File: src/rtl/onehot_scan_pkg.sv
// Purpose: shared encodings for the one-hot scan decoder.
//   MODE_DIRECT / MODE_SCAN : values of the mode input.
//   state_t                 : controller state (IDLE, DIRECT, SCAN).
package onehot_scan_pkg;

  localparam logic MODE_DIRECT = 1'b0;
  localparam logic MODE_SCAN   = 1'b1;

  typedef enum logic [1:0] {
    IDLE   = 2'd0,
    DIRECT = 2'd1,
    SCAN   = 2'd2
  } state_t;

endpackage

File: src/rtl/onehot_dec.sv
// Purpose: combinational enabled binary-to-one-hot decoder, built as a tree
// of 2:4 enabled stages (plus a 1:2 top stage when SEL_W is odd). The high
// select bits produce enables that gate the stages decoding the low bits.
// Ports:
//   sel    [SEL_W-1:0]     binary index
//   enb                    0 forces all outputs low
//   onehot [2**SEL_W-1:0]  decoded output, bit sel set when enb=1
module onehot_dec #(
  parameter int SEL_W = 3
) (
  input  logic [SEL_W-1:0]      sel,
  input  logic                  enb,
  output logic [2**SEL_W-1:0]   onehot
);

  localparam int ODD   = SEL_W % 2;
  localparam int NPAIR = SEL_W / 2;

  // Level l holds the enables after the top stage and l pair stages; each
  // enable line at level l-1 fans out into four lines at level l, so the
  // final level is already in binary index order.
  for (genvar l = 0; l <= NPAIR; l++) begin : g_lvl
    localparam int W = 1 << (ODD + 2 * l);
    logic [W-1:0] en;

    if (l == 0) begin : g_top
      if (ODD == 1) begin : g_odd
        assign en = {enb & sel[SEL_W-1], enb & ~sel[SEL_W-1]};
      end else begin : g_even
        assign en = enb;
      end
    end else begin : g_pair
      localparam int LSB = SEL_W - ODD - 2 * l;
      logic [1:0] s;
      assign s = sel[LSB +: 2];
      for (genvar k = 0; k < W / 4; k++) begin : g_stage
        for (genvar m = 0; m < 4; m++) begin : g_bit
          assign en[4 * k + m] = g_lvl[l-1].en[k] & (s == 2'(m));
        end
      end
    end
  end

  assign onehot = g_lvl[NPAIR].en;

endmodule

File: src/rtl/onehot_scan_decoder.sv
// Purpose: registered one-hot decoder with a self-sequencing scan mode.
// Ports:
//   clk, rst_n           clock, async active-low reset
//   enb                  0 -> outputs cleared, index and dwell count frozen
//   mode                 MODE_DIRECT / MODE_SCAN
//   sel_in [SEL_W-1:0]   direct index; load value in scan
//   load                 scan only: jump to sel_in and restart the dwell
//   dwell  [DWELL_W-1:0] scan hold time minus one, latched at each restart
//   out    [OUT_W-1:0]   registered one-hot of cur_sel, zero when invalid
//   cur_sel[SEL_W-1:0]   registered index shown on out
//   wrap                 one-cycle pulse on the OUT_W-1 -> 0 scan step
//   out_valid            out holds a decoded value
//
// state  | meaning
// IDLE   | disabled: out cleared, index and dwell count frozen
// DIRECT | out follows sel_in with one cycle of latency
// SCAN   | index advances after dwell_latched+1 cycles, wraps modulo OUT_W
module onehot_scan_decoder
  import onehot_scan_pkg::*;
#(
  parameter int  SEL_W   = 3,
  parameter int  DWELL_W = 4,
  localparam int OUT_W   = 2 ** SEL_W
) (
  input  logic               clk,
  input  logic               rst_n,
  input  logic               enb,
  input  logic               mode,
  input  logic [SEL_W-1:0]   sel_in,
  input  logic               load,
  input  logic [DWELL_W-1:0] dwell,
  output logic [OUT_W-1:0]   out,
  output logic [SEL_W-1:0]   cur_sel,
  output logic               wrap,
  output logic               out_valid
);

  state_t             state, state_nxt;
  logic [SEL_W-1:0]   sel_nxt;
  logic [DWELL_W-1:0] dwell_cnt, cnt_nxt;
  logic [DWELL_W-1:0] dwell_latched, lat_nxt;
  logic               wrap_nxt;
  logic               valid_nxt;
  logic [OUT_W-1:0]   dec_onehot;

  always_comb begin
    state_nxt = IDLE;
    sel_nxt   = cur_sel;
    cnt_nxt   = dwell_cnt;
    lat_nxt   = dwell_latched;
    wrap_nxt  = 1'b0;
    valid_nxt = 1'b0;

    if (enb) begin
      state_nxt = (mode == MODE_DIRECT) ? DIRECT : SCAN;
    end

    case (state_nxt)
      DIRECT: begin
        // Counter is held at its restart point, so dwell is re-sampled too.
        sel_nxt   = sel_in;
        cnt_nxt   = '0;
        lat_nxt   = dwell;
        valid_nxt = 1'b1;
      end
      SCAN: begin
        valid_nxt = 1'b1;
        if (load) begin
          sel_nxt = sel_in;
          cnt_nxt = '0;
          lat_nxt = dwell;
        end else if (state == DIRECT) begin
          // Entering scan: keep the current index and start a fresh dwell.
          cnt_nxt = '0;
          lat_nxt = dwell;
        end else if (dwell_cnt == dwell_latched) begin
          sel_nxt  = cur_sel + SEL_W'(1);
          cnt_nxt  = '0;
          lat_nxt  = dwell;
          wrap_nxt = (cur_sel == {SEL_W{1'b1}});
        end else begin
          cnt_nxt = dwell_cnt + DWELL_W'(1);
        end
      end
      default: ;
    endcase
  end

  // Decode the next index so out lines up with cur_sel in the same cycle.
  onehot_dec #(
    .SEL_W (SEL_W)
  ) u_dec (
    .sel    (sel_nxt),
    .enb    (valid_nxt),
    .onehot (dec_onehot)
  );

  always_ff @(posedge clk or negedge rst_n) begin
    if (!rst_n) begin
      state         <= IDLE;
      cur_sel       <= '0;
      dwell_cnt     <= '0;
      dwell_latched <= '0;
      out           <= '0;
      wrap          <= 1'b0;
      out_valid     <= 1'b0;
    end else begin
      state         <= state_nxt;
      cur_sel       <= sel_nxt;
      dwell_cnt     <= cnt_nxt;
      dwell_latched <= lat_nxt;
      out           <= dec_onehot;
      wrap          <= wrap_nxt;
      out_valid     <= valid_nxt;
    end
  end

endmodule

File: config.mk
export PLATFORM = sky130hd
export DESIGN_NAME = onehot_scan_decoder
export DESIGN_NICKNAME = d
export VERILOG_FILES = /design/src/rtl/onehot_scan_pkg.sv /design/src/rtl/onehot_dec.sv /design/src/rtl/onehot_scan_decoder.sv
export SDC_FILE = /design/constraint.sdc
export NUM_CORES = 1
export LEC_CHECK = 0
export ABC_AREA = 1
export ABC_CLOCK_PERIOD_IN_PS = 1550
export CELL_PAD_IN_SITES_DETAIL_PLACEMENT = 0
export CELL_PAD_IN_SITES_GLOBAL_PLACEMENT = 1
export CORE_MARGIN = 4
export CORE_UTILIZATION = 33
export CTS_CLUSTER_SIZE = 8
export DETAILED_ROUTE_END_ITERATION = 7
export PLACE_DENSITY_LB_ADDON = 0.1
export SLEW_MARGIN = 20
export SYNTH_ARGS = -nofsm -noshare
export SYNTH_HDL_FRONTEND = slang
export SYNTH_HIERARCHICAL = 1
export SYNTH_SLANG_ARGS = --single-unit
File: constraint.sdc
create_clock -name clk -period 1.55 [get_ports clk]
set_clock_uncertainty 0.05 [all_clocks]
set_input_delay 0.31 -clock clk [delete_from_list [all_inputs] [get_ports clk]]
set_output_delay 0.31 -clock clk [all_outputs]
set_load 0.01 [all_outputs]
======== Yosys cells after proc, flatten, opt, wreduce, memory -nomap -nowiden ========
Cells that the tools add are included.
word-level totals
  flip-flop bits (word level) ............. 23
  input bits .............................. 12
operators by class
  add/sub/neg operators ................... 2
  equal/unequal tests ..................... 9
  multiplexer cells ....................... 19
  bitwise gates (word level) .............. 11
  reductions and logical operators ........ 4
operators with widths
  kind                                                             count
  4-bit 2-to-1 mux                                                 6
  4-bit one-hot mux with 2 select lines                            2
  1-bit AND                                                        10
  3-bit 2-to-1 mux                                                 3
  2-bit by 1-bit == test with 1-bit output, second input constant  3
  2-bit == test, second input constant                             3
  3-bit one-hot mux with 2 select lines                            1
  1-bit 2-to-1 mux                                                 5
  4-bit by 1-bit adder with 4-bit output, second input constant    1
  4-bit == test                                                    1
  2-bit 2-to-1 mux                                                 2
  4-bit != test, second input constant                             1
  3-bit by 1-bit adder with 3-bit output, second input constant    1
  3-bit == test, second input constant                             1
  2-bit zero test                                                  1
  2-bit AND reduction                                              1
  2-bit nonzero test                                               1
  2-bit OR reduction                                               1
  1-bit inverter                                                   1

======== Depth between registers and ports, before layout ========
  word-level depth ........................ 8
  gate-level depth with buffers ........... 12

======== Hierarchy ========
Netlist, hierarchy kept.
modules (own cells, without submodules)
  module               instances  cells an instance  area each (um2)
  onehot_scan_decoder  1          113                1,103.6
  onehot_dec           1          17                 63.8

======== Worst setup path after synthesis ========
OpenSTA, ideal clock, no wires.
  path type ............................... register -> register
  start ................................... register cur_sel[0]
  end ..................................... register out[0]
  arrival ................................. 1.345 ns
  required time ........................... 1.381 ns
  setup slack ............................. 0.036 ns
  cell stages (with the launch flop) ...... 10
  clock period less this slack ............ 1.514 ns
  cell sequence ........................... dfrtp_1 ha_1 ha_1 nand4_1 nand3_1 nand2_1 nand2_1 inv_1 nand2_1 nor2_1
between the ends
  word-level cells in the longest chain between the ends .. 8
  elaborated cells on any way between the ends .. 9
RTL lines
  what                                    RTL line                    RTL
  start, declared                         onehot_scan_decoder.sv:33   output logic [SEL_W-1:0] cur_sel,
  start signal, assigned                  onehot_scan_decoder.sv:109  cur_sel <= sel_nxt;
  3-bit by 1-bit adder with 3-bit output  onehot_scan_decoder.sv:77   sel_nxt = cur_sel + SEL_W'(1);
  3-bit 2-to-1 mux                        onehot_scan_decoder.sv:76   end else if (dwell_cnt == dwell_latched) begin
  3-bit 2-to-1 mux                        onehot_scan_decoder.sv:72   end else if (state == DIRECT) begin
  3-bit 2-to-1 mux                        onehot_scan_decoder.sv:68   if (load) begin
  3-bit one-hot mux with 2 select lines   onehot_scan_decoder.sv:58   case (state_nxt)
  named net sel_nxt[2]                    onehot_scan_decoder.sv:39   logic [SEL_W-1:0] sel_nxt;
  1-bit inverter                          onehot_dec.sv:28            assign en = {enb & sel[SEL_W-1], enb & ~sel[SEL_W-1]};
  1-bit AND                               onehot_dec.sv:28
  1-bit AND                               onehot_dec.sv:38            assign en[4 * k + m] = g_lvl[l-1].en[k] & (s == 2'(m));
  named net dec_onehot[0]                 onehot_scan_decoder.sv:44   logic [OUT_W-1:0] dec_onehot;
  end signal, assigned                    onehot_scan_decoder.sv:112  out <= dec_onehot;
  end, declared                           onehot_scan_decoder.sv:32   output logic [OUT_W-1:0] out,
The timed path passes the listed nets, and every way through them passes these cells.
A chain may end at the register's enable or synchronous reset.

======== Worst setup path after layout ========
  start ................................... register cur_sel[1]
  end ..................................... register out[0]
Same word-level chain as after synthesis.

==> flow_summary.html <==
<table>
<tr><th>Metric</th><th>Value</th></tr>
<tr><th colspan="2">Yosys</th></tr>
<tr><td>Count of flip-flops with a built-in enable after synthesis</td><td>0</td></tr>
<tr><td>Synth Register Bits</td><td>23</td></tr>
<tr><td>YS warnings</td><td>6</td></tr>
<tr><td>Mean area per synthesized cell</td><td>8.98 um^2</td></tr>
<tr><td>Leading post-synthesis cells by cell area</td><td>sky130_fd_sc_hd__dfrtp_1, sky130_fd_sc_hd__nand2_1, sky130_fd_sc_hd__nand2_4</td></tr>
<tr><td>Number of standard cells after synthesis</td><td>130</td></tr>
<tr><td>Post-synthesis cell type with the largest combined area</td><td>sky130_fd_sc_hd__dfrtp_1</td></tr>
<tr><td>Prevailing post-synth register cell</td><td>sky130_fd_sc_hd__dfrtp_1</td></tr>
<tr><td>Area share of the leading cell type in the synthesized netlist</td><td>49.3%</td></tr>
<tr><td>Portion of the post-synthesis area used by sequential elements</td><td>49.3%</td></tr>
<tr><td>Synthesized Nets</td><td>145</td></tr>
<tr><td>Proportion of synthesized flip-flops having asynchronous set or reset</td><td>100%</td></tr>
<tr><td>Synthesized area</td><td>0.00117 mm^2</td></tr>
<tr><td>Number of library cell types mapped by synthesis</td><td>20</td></tr>
<tr><th colspan="2">Critical path</th></tr>
<tr><td>Largest fanout of any net on the critical path</td><td>4</td></tr>
<tr><td>Slack of the worst reg-to-reg path</td><td>-0.05 ns</td></tr>
<tr><td>Start-to-end type of the worst setup path</td><td>reg -&gt; reg</td></tr>
<tr><td>R2r endpoint</td><td>out[0]$_DFF_PN0_</td></tr>
<tr><td>Data required time of the critical path</td><td>1.74 ns</td></tr>
<tr><td>Worst reg-to-reg path cell count</td><td>10</td></tr>
<tr><td>Endpoint arrival time on the critical path</td><td>1.79 ns</td></tr>
<tr><td>Reg-to-Reg Start</td><td>cur_sel[1]$_DFF_PN0_</td></tr>
<tr><td>Kind of capture point of the worst setup path</td><td>flip-flop</td></tr>
<tr><td>Worst Setup Start Kind</td><td>flip-flop</td></tr>
<tr><th colspan="2">Cells and area</th></tr>
<tr><td>Core Util, Final</td><td>49.8%</td></tr>
<tr><td>Total number of nets in the final design</td><td>191</td></tr>
<tr><td>Most common cell after layout, fill and taps aside</td><td>sky130_fd_sc_hd__dfrtp_1</td></tr>
<tr><td>Filler Cell Count</td><td>367</td></tr>
<tr><td>Area occupied by multi-input gates</td><td>567 um^2</td></tr>
<tr><td>Reg area</td><td>576 um^2</td></tr>
<tr><td>Synthesis-to-layout area growth</td><td>43.4%</td></tr>
<tr><td>Antenna diode count</td><td>0</td></tr>
<tr><td>Share of post-route cells with drive strength above 1</td><td>30.9%</td></tr>
<tr><td>Commonest cells after routing, fill and taps aside</td><td>sky130_fd_sc_hd__dfrtp_1, sky130_fd_sc_hd__nand2_1, sky130_fd_sc_hd__nor2_1, sky130_fd_sc_hd__buf_4, sky130_fd_sc_hd__inv_1</td></tr>
<tr><th colspan="2">Power</th></tr>
<tr><td>Pwr/cell area</td><td>798 mW/mm^2</td></tr>
<tr><td>Static leakage</td><td>0.000877 uW</td></tr>
<tr><td>Sequential share of power</td><td>49.6%</td></tr>
<tr><td>Power dissipated by switching net loads</td><td>428 uW</td></tr>
<tr><td>Overall power</td><td>1340 uW</td></tr>
<tr><td>Peak VDD IR</td><td>0.546 mV</td></tr>
<tr><td>Portion of total power attributed to combinational logic</td><td>27.9%</td></tr>
<tr><td>Fraction of power consumed by the clock network</td><td>22.5%</td></tr>
<tr><td>Int Power</td><td>907 uW</td></tr>
<tr><td>Switching fraction of total power</td><td>32.1%</td></tr>
<tr><th colspan="2">STA</th></tr>
<tr><td>RSZ-0062 raised after global routing</td><td>yes</td></tr>
<tr><td>Max-slew violation count</td><td>0</td></tr>
<tr><td>Worst Max-Slew Pin Slew</td><td>0.296 ns</td></tr>
<tr><td>Highest attainable clock frequency</td><td>627 MHz</td></tr>
<tr><td>Final Hold Fails</td><td>0</td></tr>
<tr><td>Worst Setup Slack, final</td><td>-0.0454 ns</td></tr>
<tr><td>Hold WS</td><td>0.263 ns</td></tr>
<tr><td>Share of the clock period used by the worst path after layout</td><td>103%</td></tr>
<tr><td>Setup-failing EPs final</td><td>7</td></tr>
<tr><td>Worst slew margin relative to its limit</td><td>80.3%</td></tr>
<tr><td>Aggregate negative setup slack</td><td>-0.198 ns</td></tr>
<tr><td>Time the final worst path needs with I/O delays and setup</td><td>1.60 ns</td></tr>
<tr><th colspan="2">Die</th></tr>
<tr><td>Total die area</td><td>0.00455 mm^2</td></tr>
<tr><td>Initial core utilization</td><td>34.7%</td></tr>
<tr><td>Die extent in x</td><td>67.5 um</td></tr>
<tr><td>Y dimension of the die</td><td>67.5 um</td></tr>
<tr><td>Number of placed I/O pins</td><td>25</td></tr>
<tr><td>Core area</td><td>0.00336 mm^2</td></tr>
<tr><td>Site row count</td><td>21</td></tr>
<tr><th colspan="2">Global route</th></tr>
<tr><td>Global-route wire length before repair</td><td>4330 um</td></tr>
<tr><td>Vias in the first global route</td><td>972</td></tr>
<tr><td>Final global-route overflow total</td><td>0</td></tr>
<tr><td>Antenna violations before repair</td><td>0</td></tr>
<tr><td>Overall routing resource usage</td><td>12.9%</td></tr>
<tr><td>Maximum number of pins on one net before global-route repair</td><td>24</td></tr>
<tr><th colspan="2">Clock network</th></tr>
<tr><td>Clock insertion delay at the later pin of the skew report</td><td>0.32 ns</td></tr>
<tr><td>CTS HTree Levels</td><td>1</td></tr>
<tr><td>Clock root buffer</td><td>sky130_fd_sc_hd__clkbuf_4</td></tr>
<tr><td>Clock tree buffer depth</td><td>2</td></tr>
<tr><td>Clock sinks</td><td>23</td></tr>
<tr><td>Clock tree from TritonCTS</td><td>built</td></tr>
<tr><td>Clock transition at the register clock pins on the worst setup and hold paths after CTS</td><td>0.15 ns</td></tr>
<tr><td>Total of hold buffers inserted after clock tree synthesis</td><td>0</td></tr>
<tr><td>Inserted Clock Buffers</td><td>3</td></tr>
<tr><th colspan="2">Drt</th></tr>
<tr><td>Number of design-rule violations left by the first detailed-router iteration</td><td>25</td></tr>
<tr><td>Total via count in the routed design</td><td>981</td></tr>
<tr><td>Wire per inst</td><td>11.7 um</td></tr>
<tr><td>Number of search-and-repair iterations in the first detailed-routing pass</td><td>5</td></tr>
<tr><td>Total wirelength of the detailed-routed design</td><td>2600 um</td></tr>
<tr><td>Average via count per standard cell</td><td>4.44</td></tr>
<tr><td>DRC violations left</td><td>0</td></tr>
<tr><td>Remaining antenna violation count</td><td>0</td></tr>
<tr><th colspan="2">Run</th></tr>
<tr><td>Max Cap Violations</td><td>0</td></tr>
<tr><th colspan="2">Outcome</th></tr>
<tr><td>Failing checks</td><td>setup timing</td></tr>
<tr><td>Result of the run</td><td>finished with violations</td></tr>
<tr><th colspan="2">Placement</th></tr>
<tr><td>GPL Wtd Cong</td><td>0.867</td></tr>
<tr><td>DPL Wire Length</td><td>1950 um</td></tr>
<tr><td>Setup Slack @ Placement</td><td>-0.266 ns</td></tr>
<tr><td>Port bufs</td><td>24</td></tr>
<tr><th colspan="2">Min path</th></tr>
<tr><td>Type of the tightest min-delay check</td><td>in -&gt; async</td></tr>
</table>
[area by class of cell]
cell class	instances	share of cell area (%)
Inverter	19	4.33
Sequential cell	23	34.4
Multi-Input combinational cell	86	33.9
Tap cell	46	3.44
Clock inverter	1	0.448
Clock buffer	3	1.35
Timing Repair Buffer	43	22.2
[layer usage]
metal | global-route usage, % | share of wire [%] | vias up
met2 | 22.4 | 51 | 16
met1 | 15.1 | 44 | 468
li1 | - | - | 493
met5 | 0 | 0 | -
met3 | 4.49 | 4.4 | 4
met4 | 3.54 | 0.89 | 0
[power groups by stage]
| stage | clock network (uW) | registers (uW) | logic [uW] |
|---|---|---|---|
| 2_1_floorplan | 0 | 686 | 169 |
| 3_3_place_gp | 0 | 674 | 341 |
| 3_5_place_dp | 0 | 676 | 341 |
| 4_1_cts | 311 | 664 | 362 |
| 5_1_grt | 342 | 667 | 409 |
| 6_report | 301 | 663 | 372 |
[worst max-delay path, stage by stage (launching register included)]
cell and delay (ns):
sky130_fd_sc_hd__dfrtp_1 0.42, sky130_fd_sc_hd__buf_6 0.13, sky130_fd_sc_hd__ha_4 0.15, sky130_fd_sc_hd__ha_4 0.25, sky130_fd_sc_hd__nand4_1 0.07, sky130_fd_sc_hd__nand3_1 0.10, sky130_fd_sc_hd__nand2_1 0.07, sky130_fd_sc_hd__nand2_2 0.10
sky130_fd_sc_hd__inv_2 0.05, sky130_fd_sc_hd__nand2_4 0.07, sky130_fd_sc_hd__nor2_1 0.05
[worst max path at each step]
stage	startpoint	to	cells past startpoint
2_1_floorplan	cur_sel[0]$_DFF_PN0_	out[0]$_DFF_PN0_	9
3_3_place_gp	enb	out[1]$_DFF_PN0_	9
3_5_place_dp	enb	dwell_latched[1]$_DFFE_PN0P_	10
4_1_cts	cur_sel[1]$_DFF_PN0_	out[7]$_DFF_PN0_	9
5_1_grt	cur_sel[1]$_DFF_PN0_	out[3]$_DFF_PN0_	10
6_report	cur_sel[1]$_DFF_PN0_	out[0]$_DFF_PN0_	10
[state kept, by name, indices dropped and copies added, names as in the netlist]
signal / cells
dwell_latched: 4
out_valid: 1
out: 8
state: 2
wrap: 1
cur_sel: 3
dwell_cnt: 4
[cells in the mapped netlist, types with 2 or more instances]
cell type / instances
sky130_fd_sc_hd__inv_1: 16
sky130_fd_sc_hd__nand2_1: 28
sky130_fd_sc_hd__a21oi_1: 4
sky130_fd_sc_hd__dfrtp_1: 23
sky130_fd_sc_hd__nand3_1: 7
sky130_fd_sc_hd__ha_1: 3
sky130_fd_sc_hd__nand2_2: 3
sky130_fd_sc_hd__nand4_1: 3
sky130_fd_sc_hd__nor2_1: 20
sky130_fd_sc_hd__nand2_4: 7
sky130_fd_sc_hd__nor2_8: 3
sky130_fd_sc_hd__inv_2: 2
sky130_fd_sc_hd__o21ai_0: 3
sky130_fd_sc_hd__a22o_1: 2
[stage by stage]
stage          area (um^2)  cells
6_report              1670    221
5_1_grt               1670    221
4_1_cts               1650    221
3_5_place_dp          1570    214
3_3_place_gp          1570    214
2_1_floorplan         1170    130
[logic make-up after synthesis]
kind of cell / count (synthesis) / synth area share (%)
XOR/XNOR: 1 / 0.750
adder cells (fa/ha/maj): 3 / 3.22
AND/OR/NAND/NOR: 71 / 33.5
flip-flops: 23 / 49.3
AO/OA/AOI/OAI: 11 / 5.68
buffers and inverters: 21 / 7.50
[repair_timing]
action / 4_1_cts / 5_1_grt
endpoints found under the setup margin: 21 / 13
pin swaps: 8 / 6
resized for setup: 24 / 11
setup buffers: 3 / 0
Power figures use the tool's default switching activity.
